$ cat src/rtl/fir_input_pacer.sv
// -----------------------------------------------------------------------------
// fir_input_pacer
//
// Sample-pacing buffer in front of a serial FIR filter. Bursty source samples
// are absorbed by a small FIFO. The pacer releases one sample at a time and
// will not release the next one until the filter reports that the current
// computation has finished. This guarantees the filter never sees a new sample
// while it is still working on the previous one.
//
// Ports
//   clk           system clock, rising edge
//   rst           asynchronous active-low reset
//   in_data       sample from the source
//   in_valid      source holds a valid sample
//   in_ready      FIFO can accept a sample (not full)
//   fir_in        sample presented to the filter; held between issues
//   fir_in_valid  one-cycle pulse telling the filter a new sample is present
//   fir_out_valid filter has finished the current computation
//   level         FIFO occupancy, 0..DEPTH
//   busy          a sample has been issued and its result is still pending
//   overflow      sticky: source offered a sample while in_ready was low
//   clr_ovf       synchronous clear of overflow (a new error in the same
//                 cycle takes priority)
// -----------------------------------------------------------------------------
module fir_input_pacer #(
  parameter int WIDTH = 8,
  parameter int DEPTH = 16,
  parameter int AW    = 4
) (
  input  logic             clk,
  input  logic             rst,
  input  logic [WIDTH-1:0] in_data,
  input  logic             in_valid,
  output logic             in_ready,
  output logic [WIDTH-1:0] fir_in,
  output logic             fir_in_valid,
  input  logic             fir_out_valid,
  output logic [AW:0]      level,
  output logic             busy,
  output logic             overflow,
  input  logic             clr_ovf
);

  // IDLE  : waiting for a buffered sample
  // ISSUE : the sample was just handed over; fir_in_valid is high this cycle
  // WAIT  : filter is computing; leave only on fir_out_valid
  typedef enum logic [1:0] {
    S_IDLE  = 2'd0,
    S_ISSUE = 2'd1,
    S_WAIT  = 2'd2
  } state_e;

  localparam logic [AW:0]   FULL_LEVEL = (AW+1)'(DEPTH);
  localparam logic [AW:0]   LVL_ONE    = (AW+1)'(1);
  localparam logic [AW-1:0] PTR_ONE    = AW'(1);

  // ---------------------------------------------------------------------------
  // State
  // ---------------------------------------------------------------------------
  state_e           state_q,        state_d;
  logic [AW-1:0]    wr_ptr_q,       wr_ptr_d;
  logic [AW-1:0]    rd_ptr_q,       rd_ptr_d;
  logic [AW:0]      level_q,        level_d;
  logic [WIDTH-1:0] fir_in_q,       fir_in_d;
  logic             fir_in_valid_q, fir_in_valid_d;
  logic             ovf_q,          ovf_d;

  logic [WIDTH-1:0] mem_q [DEPTH];

  logic full;
  logic empty;
  logic push;
  logic pop;

  // Full and empty come from the registered level only, so a sample written
  // at one edge cannot be popped before the following edge, and a pop in the
  // same edge as a full-FIFO write does not make room for that write.
  assign full  = (level_q == FULL_LEVEL);
  assign empty = (level_q == '0);
  assign push  = in_valid && !full;

  // ---------------------------------------------------------------------------
  // Sample storage
  // ---------------------------------------------------------------------------
  // NOTE: the storage array has no reset; contents are only ever read at
  // locations covered by level, so clearing it would cost a reset net on
  // every bit for no functional gain.
  always_ff @(posedge clk) begin
    if (push) begin
      mem_q[wr_ptr_q] <= in_data;
    end
  end

  // ---------------------------------------------------------------------------
  // Next-state logic: pacing FSM, pointers, occupancy and overflow
  // ---------------------------------------------------------------------------
  always_comb begin
    // NOTE: every signal driven here gets a default before any branch, so no
    // path leaves it unassigned and no latch is inferred.
    state_d        = state_q;
    wr_ptr_d       = wr_ptr_q;
    rd_ptr_d       = rd_ptr_q;
    level_d        = level_q;
    fir_in_d       = fir_in_q;
    fir_in_valid_d = 1'b0;
    ovf_d          = ovf_q;
    pop            = 1'b0;

    unique case (state_q)
      S_IDLE: begin
        // A stray fir_out_valid here is ignored: nothing is outstanding.
        if (!empty) begin
          pop            = 1'b1;
          fir_in_d       = mem_q[rd_ptr_q];
          rd_ptr_d       = rd_ptr_q + PTR_ONE;
          fir_in_valid_d = 1'b1;
          state_d        = S_ISSUE;
        end
      end
      S_ISSUE: begin
        // Unconditional single cycle so the valid pulse is exactly one wide.
        state_d = S_WAIT;
      end
      S_WAIT: begin
        // Returning to IDLE costs one edge, so the next pop lands no earlier
        // than the edge after fir_out_valid.
        if (fir_out_valid) begin
          state_d = S_IDLE;
        end
      end
      default: begin
        state_d = S_IDLE;
      end
    endcase

    if (push) begin
      wr_ptr_d = wr_ptr_q + PTR_ONE;
    end

    // Simultaneous push and pop leaves the occupancy unchanged.
    unique case ({push, pop})
      2'b10:   level_d = level_q + LVL_ONE;
      2'b01:   level_d = level_q - LVL_ONE;
      default: level_d = level_q;
    endcase

    // A fresh error wins over a clear requested in the same cycle.
    if (in_valid && !full) begin
      ovf_d = ovf_q && !clr_ovf;
    end else if (in_valid) begin
      ovf_d = 1'b1;
    end else if (clr_ovf) begin
      ovf_d = 1'b0;
    end
  end

  // ---------------------------------------------------------------------------
  // Registers
  // ---------------------------------------------------------------------------
  // NOTE: sequential state uses non-blocking assignments so every flop
  // samples its _d value from before the edge, independent of statement order.
  always_ff @(posedge clk or negedge rst) begin
    if (!rst) begin
      state_q        <= S_IDLE;
      wr_ptr_q       <= '0;
      rd_ptr_q       <= '0;
      level_q        <= '0;
      fir_in_q       <= '0;
      fir_in_valid_q <= 1'b0;
      ovf_q          <= 1'b0;
    end else begin
      state_q        <= state_d;
      wr_ptr_q       <= wr_ptr_d;
      rd_ptr_q       <= rd_ptr_d;
      level_q        <= level_d;
      fir_in_q       <= fir_in_d;
      fir_in_valid_q <= fir_in_valid_d;
      ovf_q          <= ovf_d;
    end
  end

  // ---------------------------------------------------------------------------
  // Outputs
  // ---------------------------------------------------------------------------
  assign in_ready     = !full;
  assign fir_in       = fir_in_q;
  assign fir_in_valid = fir_in_valid_q;
  assign level        = level_q;
  assign busy         = (state_q == S_WAIT);
  assign overflow     = ovf_q;

  // ---------------------------------------------------------------------------
  // Design invariants
  // ---------------------------------------------------------------------------
  a_level_bounded: assert property (
    @(posedge clk) disable iff (!rst) level_q <= FULL_LEVEL
  );

  a_valid_single_cycle: assert property (
    @(posedge clk) disable iff (!rst) fir_in_valid_q |=> !fir_in_valid_q
  );

  a_no_pop_while_pending: assert property (
    @(posedge clk) disable iff (!rst) (state_q != S_IDLE) |-> !pop
  );

endmodule

$ cat config.mk
export PLATFORM = sky130hd
export DESIGN_NAME = fir_input_pacer
export DESIGN_NICKNAME = d
export VERILOG_FILES = /design/src/rtl/fir_input_pacer.sv
export SDC_FILE = /design/constraint.sdc
export NUM_CORES = 1
export LEC_CHECK = 0
export BUFFER_PORTS_ARGS = -buffer_cell sky130_fd_sc_hd__buf_4
export CORE_MARGIN = 5
export CORE_UTILIZATION = 65
export CTS_CLUSTER_SIZE = 24
export DETAILED_ROUTE_END_ITERATION = 16
export PLACE_DENSITY = 0.9
export SLEW_MARGIN = 0
export SYNTH_ARGS = -nofsm -noshare
export SYNTH_HDL_FRONTEND = slang
export SYNTH_SLANG_ARGS = --single-unit
$ cat constraint.sdc
create_clock -name clk -period 3.92 [get_ports clk]
set_input_delay 0.784 -clock clk [delete_from_list [all_inputs] [get_ports clk]]
set_output_delay 0.784 -clock clk [all_outputs]
set_load 0.02 [all_outputs]
# After elaboration in Yosys (flattened, before gate mapping)

Memory sizes are Yosys's and may differ from the RTL's. A register that Yosys moved wholly into a read port is not among the register bits.
Cells that the tools add are included.

Add/subtract/negate cells: 4
Eq/ne operators: 7
Multiplexer cells: 11
Bitwise operators: 1
Reduce and logical (&&, ||, !) cells: 11

Operators by type and width:

| operator              | count |
|---|---|
| $pmux W5 S2           | 1 |
| $add A4 B1 Y4 const B | 2 |
| $mux W1               | 7 |
| $pmux W2 S3           | 1 |
| $add A5 B1 Y5 const B | 1 |
| $eq A5 B5 Y1 const B  | 1 |
| $logic_not A5 Y1      | 1 |
| $sub A5 B1 Y5 const B | 1 |
| $eq A2 B1 Y1 const B  | 2 |
| $eq A2 B2 Y1 const B  | 2 |
| $mux W2               | 2 |
| $ne A2 B2 Y1 const B  | 2 |
| $reduce_and A2 Y1     | 2 |
| $logic_not A1 Y1      | 3 |
| $reduce_bool A3 Y1    | 1 |
| $logic_and A1 B1 Y1   | 2 |
| $logic_not A2 Y1      | 1 |
| $reduce_bool A2 Y1    | 1 |
| $not A1 Y1            | 1 |

Register bits after elaboration: 17
Bits in writable memories: 128
Output and inout bits: 17
Memories kept: 1

Memories:

| name  | depth | width | read ports | clocked after Yosys merged registers in | write ports | line | RTL |
|---|---|---|---|---|---|---|---|
| mem_q | 16    | 8     | 1          | 1                                       | 1           | 68   | `logic [WIDTH-1:0] mem_q [DEPTH];` |

# Depth between registers and ports, before layout

Depth after elaboration: 5
Gate-level depth with buffers: 11

# Worst setup path before layout

OpenSTA, ideal clock, no wires.

Path type: flip-flop to flip-flop
From: register level_q[1] (netlist: level[1])
To: register level_q[2] (netlist: level[2])
Library setup time: 0.139 ns
Arrival: 2.485 ns
Required time: 3.781 ns
Slack: 1.296 ns
Cell stages (with the launch flop): 12
Path buffers: 2
Clock period less this slack: 2.624 ns
Cell sequence: dfrtp_1 > nor4_4 > a211oi_2 > buf_2 > ha_1 > clkbuf_1 > xor2_1 > ha_1 > a21oi_1 > xor2_1 > nor2_1 > xor2_1

Cells in the longest elaborated chain, start to end: 5
Elaborated cells on any way between the ends: 12
Those cells by class: 2 x add/sub; 3 x eq/ne; 3 x mux; 4 x reduce/logical

RTL lines:

| item                                                     | line | RTL |
|---|---|---|
| from (decl)                                              | 63   | `logic [AW:0] level_q, level_d;` |
| from (signal assigned)                                   | 175  | `level_q <= level_d;` |
| $logic_not A5 Y1 *                                       | 79   | `assign empty = (level_q == '0);` |
| $mux W1 * (2 in a row)                                   | --   |  |
| via fir_in_valid_d                                       | 65   | `logic fir_in_valid_q, fir_in_valid_d;` |
| $eq A2 B1 Y1 / $eq A2 B2 Y1 (equally long branches)      | 141  | `unique case ({push, pop})` |
| $pmux W5 S2 / $reduce_bool A2 Y1 (equally long branches) | --   |  |

The timed path passes the listed nets; every way through them passes the cells marked *.
A chain may end at the register's enable or synchronous reset.

# Worst setup path after layout

From: register level_q[1] (netlist: level[1])
To: register level_q[4] (netlist: level[4])

Cells in the longest elaborated chain, start to end: 5
Elaborated cells on any way between the ends: 12
Those cells by class: 2 x add/sub; 3 x eq/ne; 3 x mux; 4 x reduce/logical

RTL lines:

| item                                                     | line |
|---|---|
| $logic_not A5 Y1 / $eq A5 B5 Y1 (equally long branches)  | 79, 78 |
| $mux W1 / $logic_not A1 Y1 (equally long branches)       | 112, 80 |
| $mux W1 / $logic_and A1 B1 Y1 (equally long branches)    | 109, 80 |
| $eq A2 B1 Y1 / $eq A2 B2 Y1 (equally long branches)      | 141 |
| $pmux W5 S2 / $reduce_bool A2 Y1 (equally long branches) | -- |

Parallel ways exist; a longest one is shown, timed or not.

==> metrics <==
Async SR Flop Fraction 16.34%; Die ar. 11510 µm²; DRT iter0 DRCs between 400 and 500; Rel. slew slack between 20% and 30%; NetSw between 1.5 and 2 mW; Clk network pwr share 30.9%; Internal Power 3.871 mW; CP Data Arrival Time 3.18 ns; Setup Skew 0.01103 ns; routing usage on met1 30.67%; Post-synth top cells edfxtp_1, dfrtp_1, mux4_2; post-synthesis instance total 316; combinational power share between 20% and 30%; Routed Antenna Nets 0; R2R Path Start level[1]$_DFFE_PN0P_; TritonCTS buffer count 17; GRT Max-Usage Layer met2; outcome finished clean; PortBufs 29; FF+latch area 4471 µm²; crit end category flip-flop; R2R Path End level[4]$_DFFE_PN0P_; Final Hold Fails 0; initial antenna violation count 0; WL final between 10 and 15 mm; most frequent cell after synthesis edfxtp_1; met3 Usage GRT 5.279%; P_leak 2.489 nW; Worst Hold Class input port to asynchronous set/reset pin; worst-case reg-to-reg path depth 10; WL/cell 26.11 µm; max-slew violations 0; Synth Area per Inst ~19 µm²; Peak Freq between 0.3 and 0.4 GHz; Post-synth EDFFs 128; Core Box Area 9240 µm²; Area Overhead vs Synth 15.58%; H-tree Lvls 4; GR Util met2 42.05%; GR Overflow Total 0; #FFs+latches synth 153; post-synth top area cell edfxtp_1; setup bufs post-CTS 0; Synth area leaders edfxtp_1, dfrtp_1, mux4_2; first-pass GRT wire length 19.82 mm; Fillers 473; DP HPWL around 7.6 mm; Synth Cell Area 6153 µm²; Worst-Skew Late Latency between 0.5 and 0.6 ns; R2R Setup Slk 1.14 ns; Synth Flop Type edfxtp_1; CTS Root Cell clkbuf_8; worst ir drop on vdd 0.4201 mV; Startpoint Class flip-flop; worst path required time 4.32 ns; DIE WIDTH between 100 and 150 µm; die height 107.3 µm; gr usage total 24.47%; Reg power frac 41.6%; Fin Setup TNS 0 ns; register area share after synthesis 72.63%; CTS Buffer Depth 2; # DRC 0; CTS tree built; Final Wtd Congestion 0.8300; # setup viols final 0; Vias per Instance 6.541; initial core utilization 66.59%; final hold slack ~0.16 ns; Switching Share 32.72%; Cell variety after synth 35; Final Critical Period approximately 2.8 ns; CP Class flip-flop to flip-flop; final critical-path share of the clock period a little under three quarters; Synth top area share 62.46%; vias in the first global route 3314; fin util between 70% and 80%; layout cells sized above 1 27.45%; syn nets ~340; critical path fanouts, max 23; measured slew at the worst slew-check pin 1.093 ns; Power, Total about 5.8 mW; row count 35; Resized Gates After CTS 0; router iterations before antenna repair 5; CTS Hold Bufs 0; TritonCTS sink count roughly 150; via count approximately 3300; RSZ-0062 raised after global routing no; Clk pin slew, worst setup/hold paths 0.07 ns; PD cells a little over 800 nW/µm²; ANT cells 0; Syn. warnings 0; largest net degree at the start of global routing 35; Nets 376; multi-input gate area in the final layout 1549 µm²; total of max-cap violations 0; number of I/O pins 30
## worst max-delay path, stage by stage, from the launching register on
cell	delay (ns)
dfrtp_1	0.49
nor4_4	0.48
a211oi_2	0.13
buf_4	0.23
ha_1	0.33
xor2_1	0.19
ha_1	0.23
and3b_1	0.17
o21ai_0	0.16
a21oi_1	0.11
xnor2_1	0.14
## final cells by class
class / count / area share [%]
timing repair buffer: 35 / 3.695
inverter: 7 / 0.3695
clock inverter: 15 / 3.202
multi-input combinational: 141 / 21.78
tap: 129 / 2.270
sequential: 153 / 62.86
clock buffer: 17 / 5.823
## cells by family after synthesis
logic type,synth area share (%)
compound gates,3.924
buf+inv,2.196
mux,14.50
fa+ha+maj,1.627
flops,72.63
xor+xnor,1.850
simple gates,3.274
## cell usage in the layout, fill, tap and decap left out, types with 10 or more instances in the layout
cell       synthesis  layout
edfxtp_1         128     128
buf_4              0      35
dfrtp_1           25      24
mux4_2            19      19
o22ai_1           16      16
clkbuf_16          0      16
nor2_1            13      13
mux4_1            13      13
a21oi_1           11      11
mux2_2            10      10
## metrics by stage
step	cells	setup WS, ns	cell area [µm²]
after floorplan	316	1.296	6153
after global placement	465	1.310	6470
after detailed placement	465	1.137	6470
after CTS	497	1.158	7112
after global routing	497	0.9222	7112
final	497	1.142	7112
## sequential cells by signal, indices dropped and copies added, names as in the netlist
name	count
wr_ptr_q	4
mem_q	128
level	5
rd_ptr_q	4
fir_in	8
state_q	2
overflow	1
fir_in_valid	1
## per-layer routing
layer	part of all wire [%]	wire length, µm
met5	0	0
met4	2.9	372
met3	6.3	822
met2	53	6834
met1	38	4947
## power groups by stage
stage	combinational, mW	sequential (mW)	clock, mW
CTS	1.58	2.39	1.79
global route	1.68	2.43	1.86
finish	1.58	2.39	1.78
detailed placement	1.53	2.41	0
global placement	1.45	2.38	0
floorplan	1.20	2.28	0
## how the worst max path moves through the flow
| stage | start | slack [ns] | endpoint |
|---|---|---|---|
| after CTS | level[1]$_DFFE_PN0P_ | 1.16 | level[4]$_DFFE_PN0P_ |
| final | level[1]$_DFFE_PN0P_ | 1.14 | level[4]$_DFFE_PN0P_ |
| after detailed placement | in_valid | 1.14 | level[2]$_DFFE_PN0P_ |
| after floorplan | level[1]$_DFFE_PN0P_ | 1.30 | level[2]$_DFFE_PN0P_ |
| after global placement | in_valid | 1.31 | level[4]$_DFFE_PN0P_ |
| after global routing | level[1]$_DFFE_PN0P_ | 0.92 | level[4]$_DFFE_PN0P_ |
Note: power is estimated with default switching activity, not from simulation.
